<file path="src/rtl/tmu2_fmlarb.sv">
// Two-master round-robin arbiter in front of one FML burst port (4 beats x 64b).
// One master is granted per burst; the grant is held until its last data beat has passed.
module tmu2_fmlarb #(
    parameter int fml_depth  = 26,
    parameter int rd_latency = 1
) (
    input  logic                 sys_clk,
    input  logic                 sys_rst_n,
    output logic                 busy,

    input  logic [fml_depth-1:0] m0_adr,
    input  logic                 m0_stb,
    input  logic                 m0_we,
    input  logic [7:0]           m0_sel,
    input  logic [63:0]          m0_do,
    output logic                 m0_ack,

    input  logic [fml_depth-1:0] m1_adr,
    input  logic                 m1_stb,
    input  logic                 m1_we,
    input  logic [7:0]           m1_sel,
    input  logic [63:0]          m1_do,
    output logic                 m1_ack,

    output logic [fml_depth-1:0] fml_adr,
    output logic                 fml_stb,
    output logic                 fml_we,
    input  logic                 fml_ack,
    output logic [7:0]           fml_sel,
    output logic [63:0]          fml_do
);

    // Counter must hold rd_latency+3, never narrower than 3 bits.
    localparam int CNT_W = ($clog2(rd_latency + 4) > 3) ? $clog2(rd_latency + 4) : 3;
    localparam logic [CNT_W-1:0] WR_HOLD = CNT_W'(3);
    localparam logic [CNT_W-1:0] RD_HOLD = CNT_W'(rd_latency + 3);

    typedef enum logic [1:0] {
        IDLE,
        REQ,
        BURST
    } state_t;

    state_t             state;
    logic               gnt;
    logic               last;
    logic               we_r;
    logic [CNT_W-1:0]   cnt;

    logic                 g_stb;
    logic                 g_we;
    logic [fml_depth-1:0] g_adr;
    logic [7:0]           g_sel;
    logic [63:0]          g_do;
    logic                 pick;
    logic                 active;

    // NOTE: every signal written in always_comb gets a value on every path, so no latch is inferred.
    always_comb begin
        g_stb = m0_stb;
        g_we  = m0_we;
        g_adr = m0_adr;
        g_sel = m0_sel;
        g_do  = m0_do;
        if (gnt) begin
            g_stb = m1_stb;
            g_we  = m1_we;
            g_adr = m1_adr;
            g_sel = m1_sel;
            g_do  = m1_do;
        end
    end

    // On a tie the master that was not served last wins.
    assign pick   = (m0_stb && m1_stb) ? ~last : m1_stb;
    assign active = (state != IDLE);

    // NOTE: sequential state uses non-blocking assignments so all registers update together on the edge.
    always_ff @(posedge sys_clk or negedge sys_rst_n) begin
        if (!sys_rst_n) begin
            state <= IDLE;
            gnt   <= 1'b0;
            last  <= 1'b1;
            we_r  <= 1'b0;
            cnt   <= '0;
        end else begin
            case (state)
                IDLE: begin
                    if (m0_stb || m1_stb) begin
                        gnt   <= pick;
                        we_r  <= pick ? m1_we : m0_we;
                        state <= REQ;
                    end
                end
                REQ: begin
                    if (!g_stb) begin
                        state <= IDLE;
                    end else if (fml_ack) begin
                        last  <= gnt;
                        cnt   <= we_r ? WR_HOLD : RD_HOLD;
                        state <= BURST;
                    end
                end
                BURST: begin
                    cnt <= cnt - 1'b1;
                    if (cnt == CNT_W'(1)) state <= IDLE;
                end
                default: state <= IDLE;
            endcase
        end
    end

    assign fml_stb = (state == REQ) && g_stb;
    assign fml_adr = active ? g_adr : '0;
    assign fml_we  = active && g_we;
    assign fml_sel = active ? g_sel : '0;
    assign fml_do  = active ? g_do  : '0;

    assign m0_ack = (state == REQ) && !gnt && m0_stb && fml_ack;
    assign m1_ack = (state == REQ) &&  gnt && m1_stb && fml_ack;

    // Reset gating keeps busy low while the arbiter is held in reset.
    assign busy = active || (sys_rst_n && (m0_stb || m1_stb));

endmodule

</file>
<file path="config.mk">
export PLATFORM = sky130hd
export DESIGN_NAME = tmu2_fmlarb
export DESIGN_NICKNAME = d
export VERILOG_FILES = /design/src/rtl/tmu2_fmlarb.sv
export SDC_FILE = /design/constraint.sdc
export NUM_CORES = 1
export LEC_CHECK = 0
export ABC_CLOCK_PERIOD_IN_PS = 1600
export CAP_MARGIN = 25
export CORE_AREA = 2 2 118 120
export CTS_BUF_LIST = sky130_fd_sc_hd__clkbuf_16
export CTS_CLUSTER_SIZE = 40
export DETAILED_ROUTE_END_ITERATION = 8
export DIE_AREA = 0 0 120 122
export PLACE_DENSITY = 0.66
export SLEW_MARGIN = 20
export SYNTH_ARGS = -nofsm -noshare
export SYNTH_HDL_FRONTEND = slang
export SYNTH_SLANG_ARGS = --single-unit
</file>
<file path="constraint.sdc">
create_clock -name sys_clk -period 1.6 [get_ports sys_clk]
set_input_delay 0.24 -clock sys_clk [delete_from_list [all_inputs] [get_ports sys_clk]]
set_output_delay 0.24 -clock sys_clk [all_outputs]
set_load 0.01 [all_outputs]
</file>
Word level (Yosys, flattened, before mapping)
Index checks and enable logic that the tools add are counted.

Output and inout bits: 103. Bits in registers: 8. Input port bits: 203. Logic and storage cells: 54.

Bitwise logic cells: 1. Equality and inequality tests: 8. Multiplexer cells: 19. Reductions and logical operators: 20. Add/subtract/negate cells: 1.

Operators with widths (count): 2-to-1 mux 64 bit (2); 2-to-1 mux 26 bit (2); 2-to-1 mux 8 bit (2); logical AND 1 bit (10); 2-to-1 mux 3 bit (3); AND reduction 3 bit (3); 2-to-1 mux 2 bit (4); != test 2 bit (second input constant) (4); case mux 2 bit (3 select lines) (1); case mux 3 bit (2 select lines) (1); 2-to-1 mux 1 bit (4); nonzero test 2 bit (2); == test 3 x 1 -> 1 bit (second input constant) (1); != test 3 bit (second input constant) (1); subtractor 3 x 1 -> 3 bit (second input constant) (1); == test 2 x 1 -> 1 bit (second input constant) (1); == test 2 bit (second input constant) (1); logical NOT 2 bit (1); logical OR 1 bit (2); AND reduction 2 bit (1); logical NOT 1 bit (1); inverter 1 bit (1).

Longest topological paths before layout
Word-level depth: 4. Depth in mapped cells: 5. Gate-level depth less buffers: 5.

Worst setup path after synthesis
OpenSTA, ideal clock, no wires.

Path kind: reg2out. Start: register state[1]. End: output fml_do[10]. Cell stages (with the launch flop): 5. Data required time: 1360 ps. Setup slack: 211 ps. Arrival time: 1149 ps. Cell sequence: dfrtp_1 > nor2_1 > buf_2 > clkbuf_1 > nor2_1.

Cells in the longest elaborated chain, start to end: 2.

Ends and longest elaborated chain: from (decl) (RTL line 44) `state_t state;`; from (signal assigned) (RTL line 81) `state <= IDLE;`; from (signal assigned) (RTL line 92) `state <= REQ;`; from (signal assigned) (RTL line 97) `state <= IDLE;`; nonzero test 2 bit (RTL line 76) `assign active = (state != IDLE);`; 2-to-1 mux 64 bit (RTL line 117) `assign fml_do = active ? g_do : '0;`; to (decl) (RTL line 30) `output logic [63:0] fml_do`.

Every way passes these cells.

Final worst setup path
Start: register gnt. End: output fml_do[8].

Cells in the longest elaborated chain, start to end: 2.

Ends and longest elaborated chain: from (decl) (RTL line 45) `logic gnt;`; from (signal assigned) (RTL line 90) `gnt <= pick;`; 2-to-1 mux 64 bit (RTL line 65) `if (gnt) begin`; 2-to-1 mux 64 bit (RTL line 117).

Every way passes these cells.

==> results summary <==
The flow ran to the end, but the final reports show violations. The final reports fail on setup timing. The global route total overflow is 0. The number of global-route vias before repair came out at about 3400.

The die is approximately 120 um tall. For this run, the total global-route usage over all layers was measured as 14.9%. In this run the static leakage power is between 2 and 3 nW. The number of diodes added for antenna fixing is 0. The sum of routed wire length over all layers came out at 13000 um. The actual slew at the worst max-slew pin is between 0.6 and 0.7 ns.

Entering global routing, the biggest net connects 27 pins. The final antenna-violating net count came out at 0. Sorting the synthesized cells by area gives the leading types as mux2i_1, nor2_1, dfrtp_1. The arrival time at the worst endpoint is 1.58 ns. Dividing total power by cell area gives a power density of 1640 mW/mm2.

For this block, the initial DRC count from the detailed router was approximately 100. The count of synthesis-stage warnings from yosys came out at 0. The number of enable-type register cells in the synthesized netlist is 0. The core utilization of the finished layout is a little under half.

A synthesized cell averages roughly 7.4 um2. The die is 120 um wide. After layout, the worst setup slack is -0.220 ns.

The number of max-slew violations in the final report came to 0. The share of async-settable or async-resettable flops after synthesis is between 90% and 100%. Leaving out fill and tap cells, the most frequent cells in the layout are clkdlybuf4s50_1, buf_2, nor2_1. The synthesis-to-finish area growth came out at 211%. Adding up every negative setup slack in the final design gives -9.63 ns. For the worst setup path, the data required time is 1.36 ns.

The detailed-placement wirelength estimate is between 8000 and 9000 um. In this run, CTS created clock tree buffers numbering 3. The number of vias per cell after detailed routing came out at 4.26. The filler cell count is about 1300.

The total via count after detailed routing is about 3400. The die area came out at about 0.015 mm2. The post-synthesis register bit count is 8. The net total in the final layout came out at about 830. The synthesized design spends more area on one cell type than any other, namely mux2i_1. The initial standard-cell utilization of the core is between 10 and 15%. The netlist area before placement came out at 0.00198 mm2. The class of the most critical setup path is reg2out.

At the later pin of the worst-skew pair, clock insertion delay measures approximately 0.24 ns. The critical path goes through buf_12, buf_12, buf_12, mux2i_1, nor2_1, buf_2. The detailed-route wire length per cell came out at ~16 um.

The distinct cell type count after synthesis is 31. Setup repair after global routing could not meet its margin everywhere. The final count of hold timing violations came out at 0. The setup-violating endpoint count in the final report came out at between 100 and 150. The clock tree from TritonCTS is done. The total power consumption of the routed design came out at ~0.010 W. The clock period minus worst slack is about 1.8 ns. The maximum fanout along the worst path came out at 8. The most used flip-flop cell after synthesis is dfrtp_1. The nature of the critical path startpoint is a flip-flop. The clock-pin slew of the registers on the worst-case setup and hold paths came out at about 0.040 ns. The post-route clock period utilization came out at 114%. In this run the standard cell core region covers 0.0135 mm2.

After technology mapping, the gate count stands at ~270. The setup clock skew after layout is between 0.004 and 0.005 ns. The initial antenna violation count is 0. Pin placement for this block handled slightly above 300 I/O pins. The port buffer count is about 300. The library cell used most frequently in the layout, excluding fill and tap cells, is clkdlybuf4s50_1. The slowest stage of the critical path belongs to the cell dfrtp_4. The master cell of the clock root buffer is clkbuf_16. The worst pin sits at a relative slew slack of a little under three fifths. The most used cell along the critical path is buf_12.

The post-route netlist has between 30% and 40% of its cells at a drive strength greater than 1. The path type of the worst min-delay path is in2async. The number of buffers and inverters on the critical path is 4.

Clock tree synthesis found a total of 8 sinks. Across the run, the number of max-cap violations was 0. The kind of cell with the highest combined delay along the critical path is buffers and inverters. The number of iterations in the first detailed-routing pass came out at 4. The row count came out at 43. Prior to clock tree synthesis, the placed netlist has a worst setup slack of -0.275 ns.

The peak clock frequency supported by timing came out at between 0.5 and 0.6 GHz. The placer congestion estimate is roughly 0.76. The number of levels the H-tree was split into is 1. For this run, the slowest stage of the critical path takes 0.53 ns. STA classifies the critical path endpoint as an output pin.

VDD sags by at most 0.685 mV. The first global-routing pass estimated roughly 17000 um of wire. The maximum buffer depth of the clock tree is 2. The total nets after synthesis is between 400 and 500. In the routed design, unresolved DRC markers number 0.

The fraction of synthesized cell area taken by the top area cell type is roughly 51%. Sequential elements use about a tenth of the synthesized area.
## what timing repair did
item	4_1_cts	5_1_grt
pin swaps	8	18
hold buffers	0	0
buffers inserted	22	19
gates cloned	9	3
endpoints found under the setup margin	103	108
gates resized for setup	429	111
## routing by layer
metal | up-vias | wire length (um) | part of all wire (%) | global-route usage [%]
met5 | - | 0 | 0 | 0
met4 | 0 | 180 | 1.4 | 2.28
met3 | 13 | 1050 | 8.0 | 3.09
met2 | 166 | 7090 | 55 | 29.8
met1 | 1611 | 4690 | 36 | 16.1
li1 | 1643 | - | - | -
## area by class of cell
type | instances | area, um2 | area share [%]
repair buffers | 376 | 3680 | 59.8
inverters | 4 | 15.0 | 0.244
flip-flops and latches | 8 | 208 | 3.38
well taps | 180 | 225 | 3.66
multi-input cells | 234 | 1940 | 31.6
clock buffers | 3 | 75.1 | 1.22
clock inverters | 1 | 3.75 | 0.0610
## report_power, final
part | internal, W | switching, W | leakage [nW]
registers | 0.000324 | 0.000132 | 0.0896
logic | 0.00519 | 0.00401 | 2.82
clock network | 0.000326 | 0.000110 | 0.0423
total | 0.00584 | 0.00426 | 2.96
## cell families after synthesis
family,after synthesis,share of synthesized area [%]
simple gates,112,22.7
mux,103,52.5
buf+inv,27,7.46
compound gates,17,5.94
flops,8,10.2
fa+ha+maj,2,1.26
## flip-flops by register name (all words and copies together), names as in the netlist
signal / flops
last: 1
gnt: 1
cnt: 3
state: 2
we_r: 1
## worst paths after layout
| path | slack [ns] | startpoint | to | cells past startpoint |
|---|---|---|---|---|
| worst min-delay path | 0.36 | sys_rst_n | cnt[1]$_DFFE_PN0P_ | 2 |
| min in group sys_clk | 0.53 | cnt[0]$_DFFE_PN0P_ | cnt[0]$_DFFE_PN0P_ | 1 |
| worst max-delay path | -0.22 | gnt$_DFFE_PN0P_ | fml_do[8] | 6 |
| worst max register to register | -0.09 | gnt$_DFFE_PN0P_ | cnt[2]$_DFFE_PN0P_ | 5 |
| worst min register to register | 0.53 | cnt[0]$_DFFE_PN0P_ | cnt[0]$_DFFE_PN0P_ | 1 |
| max in group asynchronous | 1.02 | sys_rst_n | last$_DFFE_PN1P_ | 2 |
## cell usage after synthesis (3+ instances only)
master and number:
inv_1 3, clkbuf_1 7, nor2_1 102, buf_4 8
dfrtp_1 7, o21ai_1 3, o21ai_0 4, a21oi_1 3
mux2i_1 100, buf_2 7
## per-stage QoR
stage	hold WS (ns)	instance area [um2]	cells
floorplan	-0.0556	1980	269
global placement	0.490	5380	754
detailed placement	0.514	5380	754
CTS	0.377	5560	789
global route	0.392	6150	806
finish	0.363	6150	806
No activity file was read; power rests on OpenSTA's default activity.
